--- config.mk ---
export PLATFORM = sky130hd
export DESIGN_NAME = fetch_controller
export DESIGN_NICKNAME = d
export VERILOG_FILES = /design/src/rtl/fetch_controller.sv
export SDC_FILE = /design/constraint.sdc
export NUM_CORES = 1
export LEC_CHECK = 0
export ABC_AREA = 0
export CAP_MARGIN = 20
export CELL_PAD_IN_SITES_DETAIL_PLACEMENT = 1
export CELL_PAD_IN_SITES_GLOBAL_PLACEMENT = 1
export CORE_ASPECT_RATIO = 0.75
export CORE_UTILIZATION = 40
export DETAILED_ROUTE_END_ITERATION = 7
export DONT_BUFFER_PORTS = 1
export PLACE_DENSITY = 0.83
export SLEW_MARGIN = 20
export SYNTH_ARGS = -nofsm -noshare
export SYNTH_HDL_FRONTEND = slang
export SYNTH_SLANG_ARGS = --single-unit
export TNS_END_PERCENT = 20
--- constraint.sdc ---
create_clock -name clk -period 4.55 [get_ports clk]
set_clock_uncertainty 0.2 [all_clocks]
set_input_delay 0.6825 -clock clk [delete_from_list [all_inputs] [get_ports clk]]
set_output_delay 0.6825 -clock clk [all_outputs]
set_load 0.05 [all_outputs]
--- src/rtl/fetch_controller.sv ---
// fetch_controller: instruction fetch sequencer around the PC register.
// Issues one outstanding imem request at pc_i, stalls the PC except on an
// accepted request or a taken redirect, discards wrong-path responses and
// holds the fetched instruction in a one-entry slot for decode.
// Optional feature macro: FETCH_CTRL_PERF_EN (transfer / drop counters).
// Ports:
//   clk, rst                 clock, synchronous active-high reset
//   pc_i, redirect_i         current PC, redirect taken this cycle
//   pc_stall_o               1 = PC register holds (combinational)
//   imem_req_o/addr_o        fetch request and address (combinational)
//   imem_gnt_i/rvalid_i/rdata_i  memory grant and response
//   if_valid_o/instr_o/pc_o  output slot towards decode
//   id_ready_i               decode accepts the slot
//   timeout_err_o            sticky outstanding-request timeout
//   perf_fetch_o/drop_o      delivered / discarded counts (0 unless enabled)
module fetch_controller #(
    parameter int unsigned ADDR_W   = 16,
    parameter int unsigned INSTR_W  = 32,
    parameter int unsigned MAX_WAIT = 8
) (
    input  logic               clk,
    input  logic               rst,
    input  logic [ADDR_W-1:0]  pc_i,
    input  logic               redirect_i,
    output logic               pc_stall_o,
    output logic               imem_req_o,
    output logic [ADDR_W-1:0]  imem_addr_o,
    input  logic               imem_gnt_i,
    input  logic               imem_rvalid_i,
    input  logic [INSTR_W-1:0] imem_rdata_i,
    output logic               if_valid_o,
    output logic [INSTR_W-1:0] if_instr_o,
    output logic [ADDR_W-1:0]  if_pc_o,
    input  logic               id_ready_i,
    output logic               timeout_err_o,
    output logic [15:0]        perf_fetch_o,
    output logic [15:0]        perf_drop_o
);

    localparam int unsigned CNT_W = $clog2(MAX_WAIT + 1);

    typedef enum logic [1:0] {
        S_IDLE,
        S_REQ,
        S_WAIT,
        S_DROP
    } state_t;

    state_t             state;
    state_t             state_n;
    logic [ADDR_W-1:0]  pc_q;
    logic [CNT_W-1:0]   wcnt;
    logic               fire;
    logic               rsp_keep;
    logic               rsp_drop;
    logic               waiting;
    logic               xfer;

    assign imem_addr_o = pc_i;
    assign waiting     = (state == S_WAIT) || (state == S_DROP);
    assign xfer        = if_valid_o & id_ready_i;

    // Next state, request and response classification; redirect wins everywhere.
    always_comb begin
        state_n    = state;
        imem_req_o = 1'b0;
        fire       = 1'b0;
        rsp_keep   = 1'b0;
        rsp_drop   = 1'b0;
        case (state)
            S_IDLE: state_n = S_REQ;
            S_REQ: begin
                // Only request when the slot is free or draining this cycle.
                imem_req_o = (!if_valid_o || id_ready_i) && !redirect_i;
                fire       = imem_req_o && imem_gnt_i;
                if (fire) state_n = S_WAIT;
            end
            S_WAIT: begin
                if (imem_rvalid_i) begin
                    state_n  = S_REQ;
                    rsp_drop = redirect_i;
                    rsp_keep = !redirect_i;
                end else if (redirect_i) begin
                    state_n = S_DROP;
                end
            end
            S_DROP: begin
                if (imem_rvalid_i) begin
                    state_n  = S_REQ;
                    rsp_drop = 1'b1;
                end
            end
            default: state_n = S_IDLE;
        endcase
        if (rst) begin
            imem_req_o = 1'b0;
            fire       = 1'b0;
            rsp_keep   = 1'b0;
            rsp_drop   = 1'b0;
        end
    end

    assign pc_stall_o = rst || !(fire || redirect_i);

    // State, slot, wait counter and sticky timeout.
    always_ff @(posedge clk) begin
        if (rst) begin
            state         <= S_IDLE;
            pc_q          <= '0;
            if_valid_o    <= 1'b0;
            if_instr_o    <= '0;
            if_pc_o       <= '0;
            wcnt          <= '0;
            timeout_err_o <= 1'b0;
        end else begin
            state <= state_n;
            if (fire) pc_q <= pc_i;

            if (redirect_i) begin
                if_valid_o <= 1'b0;
            end else if (rsp_keep) begin
                if_valid_o <= 1'b1;
                if_instr_o <= imem_rdata_i;
                if_pc_o    <= pc_q;
            end else if (xfer) begin
                if_valid_o <= 1'b0;
            end

            if (fire) begin
                wcnt <= '0;
            end else if (waiting && (wcnt != CNT_W'(MAX_WAIT))) begin
                wcnt <= wcnt + 1'b1;
            end

            if (waiting && (wcnt == CNT_W'(MAX_WAIT - 1))) timeout_err_o <= 1'b1;
        end
    end

`ifdef FETCH_CTRL_PERF_EN
    logic [15:0] perf_fetch_q;
    logic [15:0] perf_drop_q;

    // Saturating delivered / discarded counters.
    always_ff @(posedge clk) begin
        if (rst) begin
            perf_fetch_q <= '0;
            perf_drop_q  <= '0;
        end else begin
            if (xfer && (perf_fetch_q != 16'hFFFF)) perf_fetch_q <= perf_fetch_q + 16'd1;
            if (rsp_drop && (perf_drop_q != 16'hFFFF)) perf_drop_q <= perf_drop_q + 16'd1;
        end
    end

    assign perf_fetch_o = perf_fetch_q;
    assign perf_drop_o  = perf_drop_q;
`else
    assign perf_fetch_o = 16'd0;
    assign perf_drop_o  = 16'd0;
`endif

endmodule

==> summary.txt, run 1 <==
mux share of post-synthesis cell area -> 0.3710%
worst hold path type -> input pin to flip-flop
max-cap viol count -> 0
Leakage -> 1.154 nW
core footprint -> 7331 µm²
Initial Utilization -> 41.41%
clock power share -> 44.8%
worst r2r src -> state[0]$_SDFFE_PP0P_
row cnt -> 27
Synth Warn # -> 0
worst endpoint required time -> 3.67 ns
clock-pin slew on the worst setup and hold paths -> 0.07 ns
ys async rst share -> 0%
post-synthesis xor/xnor area fraction -> 0.5771%
num ports -> 154
CP max-delay cell -> a21oi_1
vias in the first global route -> 2021
f_max -> 330.5 MHz
count of cell types in the netlist -> 37
Top Family by Delay on Critical Path -> compound AO/OA/AOI/OAI gates
critical-path cell list -> nand2b_1 > nand2_1 > nor2_2 > a21oi_1
die area -> 7945 µm²
Tightest Pin Transition -> 1.029 ns
Synth Flop Type -> dfxtp_1
fin crit period -> 3.025 ns
Critical Path Start -> if_valid_o$_SDFFE_PP0P_
CP Buf/Inv Count -> 0
top cells by area, synth -> dfxtp_1, nand2_1, buf_4
synthesized cell area -> 3035 µm²
combinational power share -> 7.9%
share of the synthesized area in the top cell type -> 47.49%
VDD IR max -> 0.1499 mV
Root Buffer -> clkbuf_8
power after layout -> 0.001387 W
Cell Area, Placed -> 2796 µm²
CTS tree -> built
Routed WL per cell -> 14.64 µm
final wirelength -> 6382 µm
grt ovf -> 0
post-CTS setup repair buffer count -> 0
synthesized flop and latch total -> 72
outcome -> finished clean
# port buffers -> 0
period utilization -> 66.49%
first-pass GRT wire length -> 9853 µm
cell with the most instances after synthesis -> nand2_1
syn_area_per_cell -> 8.599 µm²
Switching Fraction -> 25.92%
# setup viols final -> 0
most instantiated cells after synthesis -> nand2_1, dfxtp_1, buf_4, o21ai_0, a22o_1
die width -> 102.6 µm
DPL Wire Length -> 4463 µm
Layout Cells excl Fill -> 436
post-cts resize count -> 0
Hold-fix buffers, CTS -> 0
Post-synth EDFFs -> 0
fin. max-slew vios -> 0
WS Path Type -> flip-flop to output pin
relative slew slack -> 31.63%
cell-internal power -> 0.001028 W
GRT Overall Usage -> 16.13%
area grow syn2layout -> 0.2886%
Sum Neg Setup Slack -> 0 ns
post-synthesis compound-gate area fraction -> 15.79%
post-route ant nets -> 0
Psw -> 0.0003596 W
CTS Sinks -> 72
H-tree depth -> 3
die height -> 77.44 µm
crit end category -> output pin
CTS max path bufs -> 2
Placer Congestion -> 0.7377
vias post-DR -> 2074
final hold vios -> 0
largest family of logic cells by synthesized area -> buffers and inverters
Synth Area in Simple Gates -> 16.08%
power share of the sequential group -> 47.3%
Nets -> 389
dpl cells -> 420
RSZ-0062 raised after global routing -> false
Remaining DRCs -> 0
layout cells sized above 1 -> 8.358%
CP max FO -> 3
Seq/Total Area, Yosys -> 47.49%
DRT Pass-1 Iters -> 4
WP data arrival -> 2.14 ns
PD cells -> 455.7 nW/µm²
number of diodes -> 0
initial antenna violation count -> 0
clk_lat worst skew -> 0.34 ns
post-synth top area cell -> dfxtp_1
vias per cell -> 4.757
largest net degree at the start of global routing -> 52
CP peak stage delay -> 0.79 ns
Cells after Synth -> 353
DRT iter0 DRCs -> 48
Adder-Cell Fraction of Synth Area -> 2.061%
CTS buffer count -> 9
HP Start -> rst
startpoint types -> flip-flop
final instance area -> 3044 µm²
## layout make-up
cell class	instances	area, µm²
tap	101	126.4
sequential	72	1441
fill	890	4287
timing repair buffer	3	22.52
clock buffer	9	123.9
clock inverter	7	123.9
multi-input combinational	237	1180
inverter	7	26.28
## per-stage QoR
stage	utilization [%]	worst slack [ns]	hold slack [ns]
after detailed placement	38.15	1.581	0.2430
final	41.53	1.525	0.2098
after CTS	41.53	1.512	0.1912
after global routing	41.53	1.442	0.1878
after floorplan	-	1.664	0.2248
after global placement	38.15	1.603	0.2292
## power by group through the flow
stage          Clock, W  Combinational, W  Sequential (W)
2_1_floorplan         0          0.000163        0.000669
3_3_place_gp          0          0.000107        0.000671
6_report       0.000621          0.000110        0.000657
4_1_cts        0.000643          0.000110        0.000657
5_1_grt        0.000670          0.000117        0.000658
3_5_place_dp          0          0.000110        0.000672
## per-layer routing
metal / part of all wire (%) / GRT usage [%]
met5: 0 / 0
met4: 1.2 / 5.571
met3: 7.5 / 6.396
met2: 48 / 27.07
met1: 43 / 18.43
## final timing paths
check / end / slack (ns) / cells past startpoint
worst max-delay path: pc_stall_o / 1.52 / 4
worst min-delay path: state[0]$_SDFFE_PP0P_ / 0.21 / 1
worst max register to register: if_instr_o[25]$_SDFFE_PP0P_ / 2.18 / 5
worst min register to register: if_pc_o[6]$_SDFFE_PP0P_ / 0.25 / 2
## logic make-up (layout without fill, tap and decap cells)
| family | count (synthesis) | count (layout) |
|---|---|---|
| simple gates | 120 | 120 |
| compound gates | 77 | 77 |
| buf+inv | 75 | 26 |
| flops | 72 | 72 |
| fa+ha+maj | 5 | 5 |
| xor+xnor | 2 | 2 |
| other cells | 1 | 32 |
| mux | 1 | 1 |
## sequential cells by signal, indices dropped and copies added (netlist names)
| signal | count |
|---|---|
| if_valid_o | 1 |
| if_instr_o | 32 |
| pc_q | 16 |
| timeout_err_o | 1 |
| wcnt | 4 |
| if_pc_o | 16 |
| state | 2 |
## layout by cell type, fill, tap and decap left out, types with 2 or more instances in the layout
cell / n
clkbuf_8: 9
nor2_2: 2
nor2b_1: 2
ha_1: 5
xnor2_1: 2
buf_4: 3
conb_1: 32
a21oi_1: 4
o21ai_0: 38
inv_6: 3
a22o_1: 16
bufinv_16: 3
inv_1: 6
nor3_1: 2
dfxtp_1: 72
nor2_1: 6
a21o_1: 2
o21ai_1: 10
nand2_1: 100
## worst register-to-register path, cell delays in order, from the launching register on
cell and delay, ns:
dfxtp_1 0.35, inv_1 0.07, ha_1 0.21, and3_2 0.71
buf_4 0.52, o21ai_0 0.19
(Power assumes the default switching activity.)
==> run 2, diff against run 1 <==
--- a/config.mk
+++ b/config.mk
@@ -5,15 +5,15 @@
 export SDC_FILE = /design/constraint.sdc
 export NUM_CORES = 1
 export LEC_CHECK = 0
-export ABC_AREA = 0
+export ABC_AREA = 1
 export CAP_MARGIN = 20
 export CELL_PAD_IN_SITES_DETAIL_PLACEMENT = 1
 export CELL_PAD_IN_SITES_GLOBAL_PLACEMENT = 1
 export CORE_ASPECT_RATIO = 0.75
-export CORE_UTILIZATION = 40
+export CORE_UTILIZATION = 39
 export DETAILED_ROUTE_END_ITERATION = 7
 export DONT_BUFFER_PORTS = 1
-export PLACE_DENSITY = 0.83
+export PLACE_DENSITY = 0.86
 export SLEW_MARGIN = 20
 export SYNTH_ARGS = -nofsm -noshare
 export SYNTH_HDL_FRONTEND = slang
==> constraint.sdc (replaced) <==
create_clock -name clk -period 2.67 [get_ports clk]
set_clock_uncertainty 0.2 [all_clocks]
set_input_delay 0.4005 -clock clk [delete_from_list [all_inputs] [get_ports clk]]
set_output_delay 0.4005 -clock clk [all_outputs]
set_load 0.05 [all_outputs]
==> summary.txt, run 2 <==
syn_area_per_cell -> 7.624 µm² (-11%)
H-tree depth -> 3 (unchanged)
post-cts resize count -> 0 (unchanged)
final wirelength -> 7725 µm (+21%)
Remaining DRCs -> 0 (unchanged)
f_max -> 427.4 MHz
post-synthesis xor/xnor area fraction -> 0.2829% (-0.29 points)
cell-internal power -> 0.001669 W (+62%)
worst r2r src -> if_valid_o$_SDFFE_PP0P_
CTS max path bufs -> 2 (unchanged)
Post-synth EDFFs -> 0 (unchanged)
HP Start -> pc_i[4]
R2R Path End -> wcnt[3]$_SDFFE_PP0P_
cell with the most instances after synthesis -> nand2_1
DPL Wire Length -> 4793 µm (+7.4%)
fin crit period -> 2.340 ns
num ports -> 154 (unchanged)
row cnt -> 27 (unchanged)
vias per cell -> 4.708 (-1.0%)
clock-pin slew on the worst setup and hold paths -> 0.07 ns (about the same)
fill count -> 942 (+5.8%)
most instantiated cells after synthesis -> nand2_1, dfxtp_1, buf_4, o21ai_1, nand3_1
Top Registers -> if_instr_o x32, if_pc_o x16, pc_q x16
final hold vios -> 0 (unchanged)
register area -> 1441 µm² (unchanged)
Leakage -> 1.475 nW (+28%)
post-CTS setup repair buffer count -> 0 (unchanged)
outcome -> finished clean
Synth Area in Simple Gates -> 24.05% (+8.0 points)
Cells after Synth -> 406 (+15%)
multi-input logic area -> 1222 µm² (+3.6%)
area grow syn2layout -> 15.28%
Nets -> 492 (+26%)
PD cells -> 657.3 nW/µm² (+44%)
power share of the sequential group -> 50.1% (+2.8 points)
max reg flops -> 32 (unchanged)
clock power share -> 36.5% (-8.3 points)
first-pass GRT wire length -> 12420 µm (+26%)
synthesized flop and latch total -> 72 (unchanged)
reg2reg setup slack -> 0.82 ns (-1.36 ns)
vias in the first global route -> 2561 (+27%)
Post-Place Setup Slack -> 0.7176 ns (-0.8634 ns)
# port buffers -> 0 (unchanged)
synthesized cell area -> 3095 µm² (+2.0%)
Root Buffer -> clkbuf_8
vias post-DR -> 2528 (+22%)
Tightest Pin Transition -> 0.7399 ns (-0.2888 ns)
Adder-Cell Fraction of Synth Area -> 2.021% (-0.040 points)
Seq/Total Area, Yosys -> 46.56% (-0.92 points)
number of diodes -> 0 (unchanged)
most frequent cells in the layout -> nand2_1, dfxtp_1, dlygate4sd3_1
Initial Utilization -> 41.27% (-0.13 points)
DRT iter0 DRCs -> 137 (+190%)
Synth Warn # -> 0 (unchanged)
Psw -> 0.0006766 W (+88%)
Synth Flop Type -> dfxtp_1
grt ovf -> 0 (unchanged)
CTS Sinks -> 72 (unchanged)
period utilization -> 87.63%
smallest hold slack -> 0.03000 ns (-0.1798 ns)
fin. max-slew vios -> 0 (unchanged)
WHS Path Cells -> 2 (+1)
share of the synthesized area in the top cell type -> 46.56% (-0.92 points)
count of cell types in the netlist -> 23 (-38%)
max-cap viol count -> 0 (unchanged)
worst hold path type -> input pin to flip-flop
post-route ant nets -> 0 (unchanged)
mux share of post-synthesis cell area -> 0% (-0.37 points)
most common cell after layout, fill and taps aside -> nand2_1
crit end category -> output pin
WP data arrival -> 1.74 ns (-0.40 ns)
core footprint -> 7500 µm² (+2.3%)
Cell Area, Placed -> 2904 µm² (+3.8%)
startpoint types -> flip-flop
largest register by flop count -> if_instr_o
largest net degree at the start of global routing -> 73 (+40%)
Switching Fraction -> 28.85% (+2.9 points)
ys async rst share -> 0% (unchanged)
largest family of logic cells by synthesized area -> simple AND/OR/NAND/NOR gates
Critical Path Start -> if_valid_o$_SDFFE_PP0P_
RSZ-0062 raised after global routing -> false
relative slew slack -> 50.62% (+19 points)
die width -> 104.9 µm (+2.2%)
CTS buffer count -> 9 (unchanged)
initial antenna violation count -> 0 (unchanged)
Worst Hold Path EP -> pc_q[4]$_SDFFE_PP0P_
Hold-fix buffers, CTS -> 46 (+46)
Final WS setup -> 0.3302 ns (-1.194 ns)
combinational power share -> 13.5% (+5.6 points)
CTS tree -> built
GRT Overall Usage -> 19.18% (+3.1 points)
WS Path Type -> flip-flop to output pin
die area -> 8301 µm² (+4.5%)
VDD IR max -> 0.2279 mV (+52%)
DRT Pass-1 Iters -> 4 (unchanged)
post-synth top area cell -> dfxtp_1
clk_lat worst skew -> 0.34 ns (about the same)
final instance area -> 3568 µm² (+17%)
# setup viols final -> 0 (unchanged)
CP max FO -> 3 (unchanged)
Routed WL per cell -> 14.39 µm (-1.7%)
Placer Congestion -> 0.7895 (+7.0%)
top cells by area, synth -> dfxtp_1, nand2_1, buf_4
die height -> 79.16 µm (+2.2%)
post-synthesis compound-gate area fraction -> 9.256% (-6.5 points)
reg2reg path depth -> 6 (+1)
Sum Neg Setup Slack -> 0 ns (unchanged)
layout cells sized above 1 -> 5.963% (-2.4 points)
worst endpoint required time -> 2.07 ns (-1.60 ns)
run 2: logic make-up after synthesis:
logic type                 after synthesis
other                                    1
adders and majority gates                5
and+or+nand+nor                        185
AOI/OAI and AO/OA                       57
DFF                                     72
buffers and inverters                   85
xor gates and xnor gates                 1
run 2: power by group through the flow:
stage / Clock [W] / Combinational [W] / Sequential [W]
2_1_floorplan: 0 / 0.000326 / 0.00119
4_1_cts: 0.000888 / 0.000312 / 0.00117
3_5_place_dp: 0 / 0.000257 / 0.00120
6_report: 0.000856 / 0.000316 / 0.00117
3_3_place_gp: 0 / 0.000247 / 0.00120
5_1_grt: 0.000940 / 0.000343 / 0.00118
run 2: worst max-delay path by stage:
stage,end,slack (ns)
finish,pc_stall_o,0.33
global route,pc_stall_o,0.19
CTS,pc_stall_o,0.34
detailed placement,pc_stall_o,0.72
global placement,pc_stall_o,0.73
floorplan,imem_req_o,0.25
run 2: per-stage QoR:
step | std cells | utilization [%] | power, W
global placement | 476 | 38.72 | 0.001444
global route | 537 | 47.58 | 0.002462
floorplan | 437 | - | 0.001518
detailed placement | 476 | 38.72 | 0.001456
CTS | 536 | 47.45 | 0.002374
finish | 537 | 47.58 | 0.002346
run 2: layout make-up:
class                   count  area share, %
clock inverters             3          1.192
clock buffers              11          4.243
flip-flops and latches     72          40.39
well taps                 101          3.541
repair buffers             51          14.38
inverters                  19          1.999
multi-input cells         280          34.26
run 2: critical path: stages (launching register included):
cell and delay [ns]:
dfxtp_1 0.67, nand2_1 0.18, nand3_1 0.14, a21oi_1 0.08
inv_1 0.33
run 2: layer usage:
layer	track usage, %	wire, µm	vias to the layer above
met5	0	0	-
met4	6.620	89	0
met3	8.046	607	10
met2	35.10	3871	88
met1	19.90	3156	1176
li1	-	-	1254
